$ cat config.mk
export PLATFORM = sky130hd
export DESIGN_NAME = bcd_scan_display
export DESIGN_NICKNAME = d
export VERILOG_FILES = /design/src/rtl/bcd_scan_display.sv
export SDC_FILE = /design/constraint.sdc
export NUM_CORES = 1
export LEC_CHECK = 0
export ABC_AREA = 1
export CORE_ASPECT_RATIO = 0.8
export CORE_MARGIN = 5
export CORE_UTILIZATION = 63
export DETAILED_ROUTE_END_ITERATION = 16
export GPL_ROUTABILITY_DRIVEN = 0
export PLACE_DENSITY = 0.94
export SLEW_MARGIN = 20
export SYNTH_ARGS = -nofsm -noshare
export SYNTH_HDL_FRONTEND = slang
export SYNTH_SLANG_ARGS = --single-unit
$ cat constraint.sdc
create_clock -name clk -period 4.8 [get_ports clk]
set_clock_uncertainty 0.2 [all_clocks]
set_input_delay 0.96 -clock clk [delete_from_list [all_inputs] [get_ports clk]]
set_output_delay 0.96 -clock clk [all_outputs]
set_load 0.1 [all_outputs]
$ cat src/rtl/bcd_scan_display.sv
// Binary to BCD converter (sequential double-dabble) feeding a
// time-multiplexed 8-anode common-anode 7-segment display.
module bcd_scan_display #(
  parameter int WIDTH       = 8,
  parameter int DIGITS      = 4,
  parameter int REFRESH_DIV = 100000,
  parameter int BLANK_LZ    = 1
) (
  input  logic             clk,
  input  logic             reset_n,
  input  logic [WIDTH-1:0] v,
  input  logic             load,
  output logic             busy,
  output logic             done,
  output logic             z,
  output logic [7:0]       an,
  output logic [6:0]       seg,
  output logic             dp
);

  localparam int BW = 4 * DIGITS;
  localparam int CW = $clog2(WIDTH + 1);
  localparam int RW = (REFRESH_DIV > 1) ?
                      $clog2(REFRESH_DIV) : 1;
  localparam int IW = (DIGITS > 1) ? $clog2(DIGITS) : 1;

  typedef enum logic [1:0] {
    IDLE,
    SHIFT,
    DONE
  } state_e;

  state_e           state_q;
  logic [WIDTH-1:0] bin_q;
  logic [WIDTH-1:0] bin_d;
  logic [BW-1:0]    bcd_q;
  logic [BW-1:0]    bcd_d;
  logic [BW-1:0]    adj;
  logic             ovf_q;
  logic             ovf_d;
  logic [CW-1:0]    cnt_q;
  logic [BW-1:0]    disp_q;
  logic             z_q;
  logic             busy_q;
  logic             done_q;
  logic [RW-1:0]    rc_q;
  logic [IW-1:0]    idx_q;

  logic [DIGITS-1:0] hi_nz;
  logic              hi_nz_sel;
  logic [3:0]        digit;
  logic              blank;
  logic [6:0]        seg_dec;

  function automatic logic [3:0] add3(
    input logic [3:0] n
  );
    return (n >= 4'd5) ? n + 4'd3 : n;
  endfunction

  // One double-dabble iteration: correct every nibble,
  // then shift {bcd, bin} left; a 1 leaving the top
  // nibble means the value does not fit in DIGITS.
  always_comb begin
    adj = '0;
    for (int i = 0; i < DIGITS; i++) begin
      adj[4*i +: 4] = add3(bcd_q[4*i +: 4]);
    end
    bcd_d = {adj[BW-2:0], bin_q[WIDTH-1]};
    bin_d = {bin_q[WIDTH-2:0], 1'b0};
    ovf_d = ovf_q | adj[BW-1];
  end

  always_ff @(posedge clk or negedge reset_n) begin
    if (!reset_n) begin
      state_q <= IDLE;
      bin_q   <= '0;
      bcd_q   <= '0;
      ovf_q   <= 1'b0;
      cnt_q   <= '0;
      disp_q  <= '0;
      z_q     <= 1'b0;
      busy_q  <= 1'b0;
      done_q  <= 1'b0;
    end else begin
      done_q <= 1'b0;
      unique case (state_q)
        IDLE: begin
          if (load) begin
            bin_q   <= v;
            bcd_q   <= '0;
            ovf_q   <= 1'b0;
            cnt_q   <= CW'(WIDTH);
            busy_q  <= 1'b1;
            state_q <= SHIFT;
          end
        end
        SHIFT: begin
          bin_q <= bin_d;
          bcd_q <= bcd_d;
          ovf_q <= ovf_d;
          cnt_q <= cnt_q - CW'(1);
          if (cnt_q == CW'(1)) begin
            busy_q  <= 1'b0;
            done_q  <= 1'b1;
            disp_q  <= bcd_d;
            z_q     <= ovf_d;
            state_q <= DONE;
          end
        end
        DONE: begin
          state_q <= IDLE;
        end
        default: begin
          state_q <= IDLE;
        end
      endcase
    end
  end

  always_ff @(posedge clk or negedge reset_n) begin
    if (!reset_n) begin
      rc_q  <= '0;
      idx_q <= '0;
    end else if (rc_q == RW'(REFRESH_DIV - 1)) begin
      rc_q <= '0;
      if (idx_q == IW'(DIGITS - 1)) begin
        idx_q <= '0;
      end else begin
        idx_q <= idx_q + IW'(1);
      end
    end else begin
      rc_q <= rc_q + RW'(1);
    end
  end

  // hi_nz[i]: some digit at position i or above is nonzero.
  always_comb begin
    hi_nz = '0;
    hi_nz[DIGITS-1] = |disp_q[BW-1 -: 4];
    for (int i = DIGITS - 2; i >= 0; i--) begin
      hi_nz[i] = hi_nz[i+1] | (|disp_q[4*i +: 4]);
    end
  end

  always_comb begin
    digit     = '0;
    hi_nz_sel = 1'b0;
    for (int i = 0; i < DIGITS; i++) begin
      if (IW'(i) == idx_q) begin
        digit     = disp_q[4*i +: 4];
        hi_nz_sel = hi_nz[i];
      end
    end
  end

  assign blank = (BLANK_LZ != 0) && (idx_q != '0) &&
                 !z_q && !hi_nz_sel;

  always_comb begin
    an = 8'hFF;
    for (int i = 0; i < DIGITS; i++) begin
      if (IW'(i) == idx_q && !blank) begin
        an[i] = 1'b0;
      end
    end
  end

  always_comb begin
    case (digit)
      4'd0:    seg_dec = 7'b1000000;
      4'd1:    seg_dec = 7'b1111001;
      4'd2:    seg_dec = 7'b0100100;
      4'd3:    seg_dec = 7'b0110000;
      4'd4:    seg_dec = 7'b0011001;
      4'd5:    seg_dec = 7'b0010010;
      4'd6:    seg_dec = 7'b0000010;
      4'd7:    seg_dec = 7'b1111000;
      4'd8:    seg_dec = 7'b0000000;
      4'd9:    seg_dec = 7'b0010000;
      default: seg_dec = 7'b1111111;
    endcase
  end

  assign seg  = z_q ? 7'b0111111 : seg_dec;
  assign busy = busy_q;
  assign done = done_q;
  assign z    = z_q;
  assign dp   = 1'b1;

endmodule
==> results.py, run 1 <==
metrics = {
    "route": {
        "ant_nets": 0,
        "drtIter0Drc": 281,
        "wl_per_cell_um": 14.5,
        "vias": 3392,
        "wl_um": 8740,
        "vias_per_cell": 5.63,
        "dr.pass1.iters": 5,
        "drc": 0,
    },
    "synth": {
        "synth_edf_count": 0,
        "postSynthAreaPerCell_sq_um": 8.03,
        "syn_inst": 492,
        "synth.distinct_cells": 39,
        "ys_dominant_reg_cell": "dfrtp_1",
        "synthArstFlopShare_pct": 100,
        "ys_seq_elements": 69,
        "synth_area_sq_um": 3950,
        "ys_warn_count": 0,
        "ys_seq_area_share_pct": 43.7,
    },
    "die": {
        "row_count": 25,
        "die_h_um": 80.8,
        "core_area_sq_um": 6010,
        "die_area_sq_um": 7960,
        "pin_count": 30,
        "die_x_um": 98.5,
        "start_util_pct": 65.8,
    },
    "cts": {
        "cts_max_level": 3,
        "cts-root-buf": "clkbuf_8",
        "tritoncts": "yes",
        "cts_made_buffers": 9,
        "cts.clk_slew.worst_paths_ns": 0.07,
        "cts_buffer_depth": 2,
        "cts.sinks": 69,
        "clk_latency_ns": 0.35,
        "cts_setup_buffers": 0,
        "cts-resized-gates": 0,
        "ctsHoldBuffers": 0,
    },
    "sta": {
        "rsz0062_at_grt": "no",
        "setup_ws_ns": 0.811,
        "tightest_slew_ns": 0.970,
        "slew_headroom_pct": 35.1,
        "hold_violations": 0,
        "fin_crit_ns": 3.99,
        "finalCritPeriodShare_pct": 83.1,
        "finalMaxSlewViolations": 0,
        "setup_tns_ns": 0,
        "hold_ws_ns": 0.275,
        "fmax_ghz": 0.251,
        "setup_viol": 0,
    },
    "finish": {
        "final_cell_area_sq_um": 4380,
        "syn2layout_area_growth_pct": 10.8,
        "drive_gt1_share_pct": 10.2,
        "fin_util_pct": 72.9,
        "fin_cells": 602,
        "fin_nets": 549,
        "diodes": 0,
        "seqCellArea_sq_um": 1730,
        "multi_input_area_sq_um": 1830,
        "fillers": 438,
    },
    "power": {
        "p_sw_share_pct": 51.5,
        "clkPwrFrac_pct": 14.5,
        "cellPowerDensity_nw_per_um2": 652,
        "power_mw": 2.85,
        "p_int_mw": 1.38,
        "ir_drop_v": 0.000461,
        "pwr-share-seq_pct": 31.5,
        "switchingPower_mw": 1.47,
        "leakage_nw": 2.22,
        "combinationalPowerShare_pct": 54.0,
    },
    "critical_path": {
        "cp-end-kind": "primary output",
        "cp.arrival_ns": 2.83,
        "cp.required_ns": 3.64,
        "path_class": "reg2out",
        "cp_max_fo": 6,
        "critPathLaunchType": "flip-flop",
    },
    "grt": {
        "grt_max_degree": 49,
        "grt_pass1_vias": 3382,
        "grt_pass1_wl_um": 15200,
        "antenna_found_initial": 0,
        "track_usage_pct": 23.8,
        "grt_overflow": 0,
    },
    "place": {
        "port_buffers": 24,
        "dpl.hpwl_um": 6320,
        "dp.cells": 588,
        "dp_slack_ns": 1.18,
        "post_dp_cell_area_sq_um": 4210,
    },
    "run": {
        "cap_violations": 0,
    },
    "hold_path": {
        "hp-class": "reg2reg",
    },
    "outcome": {
        "status": "complete, no violations",
    },
}
## synthesized netlist by cell type, types with 2 or more instances
master / instances / share of area, %
inv_2: 4 / 0.38
buf_4: 5 / 0.95
nor3_1: 3 / 0.38
dfrtp_1: 69 / 44
nand3_1: 46 / 5.8
xor2_1: 13 / 2.9
nor2_4: 4 / 1.1
o211ai_1: 5 / 0.95
o21ai_0: 34 / 4.3
nand2_1: 99 / 9.4
nand2_2: 6 / 0.95
inv_1: 80 / 7.6
nand2_4: 4 / 1.1
o21ai_1: 9 / 1.1
o221ai_1: 3 / 0.67
buf_2: 8 / 1.0
o22ai_1: 10 / 1.6
nor2b_1: 3 / 0.48
ha_1: 20 / 6.3
nor2_1: 31 / 2.9
a21oi_1: 8 / 1.0
nand4_1: 8 / 1.3
nor2_2: 2 / 0.32
nand3_2: 3 / 0.76
## worst max-delay path, stage by stage (launching register included)
cell and delay, ns:
dfrtp_1 0.41, inv_1 0.11, ha_1 0.35, nor2_4 0.08
nand2_1 0.08, nand3_1 0.08, nand2_1 0.07, nand3_1 0.10
nand2_1 0.08, clkdlybuf4s50_1 1.13
## metal layers
layer,wire length [um],share of wire [%],vias to the layer above,GRT usage (%)
met5,0,0,-,0
met4,204,2.3,0,10.9
met3,541,6.2,31,5.06
met2,4270,49,126,40.4
met1,3730,43,1617,29.6
li1,-,-,1618,-
## kinds of logic (layout without fill, tap and decap cells)
family	after synthesis	count (layout)	synth area share, %
xor+xnor	14	14	3.10
other cells	1	5	0.0949
compound gates	75	75	10.8
fa+ha+maj	20	20	6.34
flops	69	69	43.7
simple gates	213	213	25.5
buf+inv	100	125	10.4
## layout make-up
cell class                 instances  share of cell area (%)
clock buffer                      10                    3.14
clock inverter                     4                   0.600
inverter                          86                    7.52
multi-input combinational        327                    41.8
sequential                        69                    39.5
tap                               81                    2.32
timing repair buffer              25                    5.20
## power by group through the flow
stage	combinational [mW]	sequential (mW)	clock, mW
after floorplan	1.13	0.945	0
after global placement	1.45	0.889	0
after detailed placement	1.51	0.904	0
after CTS	1.53	0.895	0.417
after global routing	1.68	0.917	0.446
final	1.54	0.900	0.413
## cell usage in the layout, fill, tap and decap left out, drive strengths merged, types with 4 or more instances in the layout
cell type,instances
o22ai,10
nand3,49
o211ai,5
a21oi,9
nor3,4
nand2,109
clkbuf,10
nand4,8
xor2,13
clkinv,5
inv,84
clkdlybuf4s50,16
buf,9
ha,20
nor2,37
conb,5
o21ai,44
dfrtp,69
## flip-flops by register name, indices dropped and copies added (netlist names)
name     count
bcd_q       16
cnt_q        4
z            1
ovf_q        1
state_q      2
disp_q      16
done         1
idx_q        2
busy         1
rc_q        17
bin_q        8
## final timing paths
kind	from	end	slack, ns	depth (start not counted)
worst min-delay path	rc_q[0]	rc_q[0]	0.28	1
min in group asynchronous	reset_n	bin_q[4]	0.41	1
max in group asynchronous	reset_n	bcd_q[6]	3.28	2
worst min register to register	rc_q[0]	rc_q[0]	0.28	1
worst max-delay path	idx_q[0]	an[1]	0.81	9
worst max register to register	state_q[1]	disp_q[7]	2.65	6
No activity file was read; power rests on OpenSTA's default activity.
==> run 2: changes to the inputs <==
CORE_UTILIZATION = 59   (was 63)
PLACE_DENSITY = 0.89   (was 0.94)
clock period = 4.2 ns   (was 4.8 ns; I/O delays follow)
==> run 2 against run 1 <==
Compared with the run above: utilization fell by 4.5 points; combinational power rose by 13%; wire length fell by 2.9%; sequential share of layout area fell by 0.26 points; global-route usage fell by 2.3 points; first-iteration DRC count fell by 21%; final cell count rose by 1.0%; sequential power rose by 13%; register-to-register slack got worse by 0.55 ns; largest cell class unchanged.
==> results.py, run 2 (synthesis gave the netlist of run 1 again) <==
metrics = {
    "finish": {
        "fin_cells": 608,
        "seqCellArea_sq_um": 1730,
        "largest_register_ffs": 17,
        "syn2layout_area_growth_pct": 11.5,
        "fillers": 482,
        "multi_input_area_sq_um": 1830,
        "largest-register": "rc_q",
        "largest_registers": "rc_q: 17 flops, bcd_q: 16 flops, disp_q: 16 flops",
        "fin_nets": 550,
        "layout_common_cells": "nand2_1, inv_1, dfrtp_1",
        "fin_util_pct": 68.4,
        "diodes": 0,
        "drive_gt1_share_pct": 11.3,
        "layout_commonest_cell": "nand2_1",
    },
    "sta": {
        "setup_tns_ns": 0,
        "finalCritPeriodShare_pct": 84.9,
        "setup_viol": 0,
        "tightest_slew_ns": 0.972,
        "finalMaxSlewViolations": 0,
        "fmax_ghz": 0.280,
        "rsz0062_at_grt": "no",
        "fin_crit_ns": 3.57,
        "hold_violations": 0,
        "slew_headroom_pct": 35.0,
    },
    "cts": {
        "tritoncts": "yes",
        "cts.clk_slew.worst_paths_ns": 0.07,
        "ctsHoldBuffers": 0,
        "cts_setup_buffers": 0,
        "cts.sinks": 69,
        "cts-root-buf": "clkbuf_8",
        "cts-resized-gates": 0,
        "cts_max_level": 3,
        "clk_latency_ns": 0.35,
        "cts_buffer_depth": 2,
        "cts_made_buffers": 9,
    },
    "route": {
        "wl_um": 8490,
        "drc": 0,
        "dr.pass1.iters": 5,
        "ant_nets": 0,
        "wl_per_cell_um": 14.0,
        "drtIter0Drc": 222,
        "vias_per_cell": 5.51,
        "vias": 3353,
    },
    "critical_path": {
        "crit_top_cell": "inv_1",
        "cpPeakStageDelay_ns": 0.40,
        "r2r-start": "state_q[1]",
        "startpoint": "idx_q[1]",
        "path_cells": "inv_1, ha_1, inv_2, o211ai_1, nand2_1, inv_1, ha_1, inv_1, nand3_1, nand3_1, a21oi_2, buf_4",
        "cp-end-kind": "primary output",
        "cp.arrival_ns": 2.53,
        "critPathCapture": "seg[6]",
        "path_class": "reg2out",
        "ff2ff_setup_slack_ns": 2.10,
        "cp.required_ns": 3.16,
        "critPathSlowestCell": "dfrtp_1",
        "cp_top_family": "buffers and inverters",
        "critPathLaunchType": "flip-flop",
        "cp_max_fo": 6,
        "reg2reg_to": "disp_q[2]",
        "r2r_cells": 6,
        "cp_num_cells": 12,
        "crit_buf_inv": 5,
    },
    "power": {
        "p_int_mw": 1.63,
        "ir_drop_v": 0.000462,
        "pwr-share-seq_pct": 31.0,
        "p_sw_share_pct": 50.5,
        "combinationalPowerShare_pct": 52.8,
        "cellPowerDensity_nw_per_um2": 749,
        "leakage_nw": 2.23,
        "clkPwrFrac_pct": 16.2,
        "switchingPower_mw": 1.67,
        "power_mw": 3.30,
    },
    "place": {
        "dp.cells": 592,
        "dpl.hpwl_um": 6170,
        "port_buffers": 24,
    },
    "die": {
        "die_x_um": 101,
        "pin_count": 30,
        "start_util_pct": 61.3,
        "core_area_sq_um": 6440,
        "die_area_sq_um": 8440,
        "die_h_um": 83.2,
        "row_count": 26,
    },
    "hold_path": {
        "hp-start": "rc_q[0]",
        "hp-class": "reg2reg",
    },
    "grt": {
        "antenna_found_initial": 0,
        "track_usage_pct": 21.5,
        "top_usage_layer": "met2",
        "grt_pass1_vias": 3242,
        "grt_use_met3_pct": 4.86,
        "grt_max_degree": 51,
        "grt_pass1_wl_um": 14700,
        "grt_util_met1_pct": 29.8,
        "grt_overflow": 0,
        "met2_usage_pct": 32.7,
    },
    "outcome": {
        "status": "complete, no violations",
    },
    "run": {
        "cap_violations": 0,
    },
}
-- run 2: metal layers --
metal / up-vias / part of all wire, %
li1: 1621 / -
met1: 1581 / 45
met2: 129 / 46
met3: 22 / 6.5
met4: 0 / 1.8
met5: - / 0
-- run 2: how the worst min path moves through the flow --
stage / endpoint / slack [ns] / depth (start not counted)
after CTS: rc_q[0] / 0.27 / 1
after detailed placement: rc_q[0] / 0.26 / 1
final: rc_q[0] / 0.26 / 1
after global routing: rc_q[0] / 0.28 / 1
after floorplan: rc_q[0] / 0.23 / 1
after global placement: rc_q[0] / 0.24 / 1
-- run 2: layout make-up --
| cell class | instances | area share (%) |
|---|---|---|
| inverters | 86 | 7.47 |
| clock buffers | 10 | 2.90 |
| multi-input cells | 327 | 41.5 |
| well taps | 84 | 2.39 |
| flip-flops and latches | 69 | 39.2 |
| repair buffers | 26 | 5.11 |
| clock inverters | 6 | 1.45 |
-- run 2: per-stage QoR --
stage               hold WS, ns  cell area [sq um]  worst slack [ns]
finish                    0.264               4410             0.633
global route              0.284               4410             0.371
CTS                       0.267               4400             0.622
detailed placement        0.257               4210             0.987
global placement          0.244               4210              1.14
floorplan                 0.231               3970             0.762
-- run 2: power by group through the flow --
stage | Clock, mW | Sequential [mW] | Combinational [mW]
finish | 0.533 | 1.02 | 1.74
global route | 0.568 | 1.05 | 1.91
CTS | 0.541 | 1.02 | 1.73
detailed placement | 0 | 1.03 | 1.72
global placement | 0 | 1.02 | 1.65
floorplan | 0 | 1.08 | 1.29
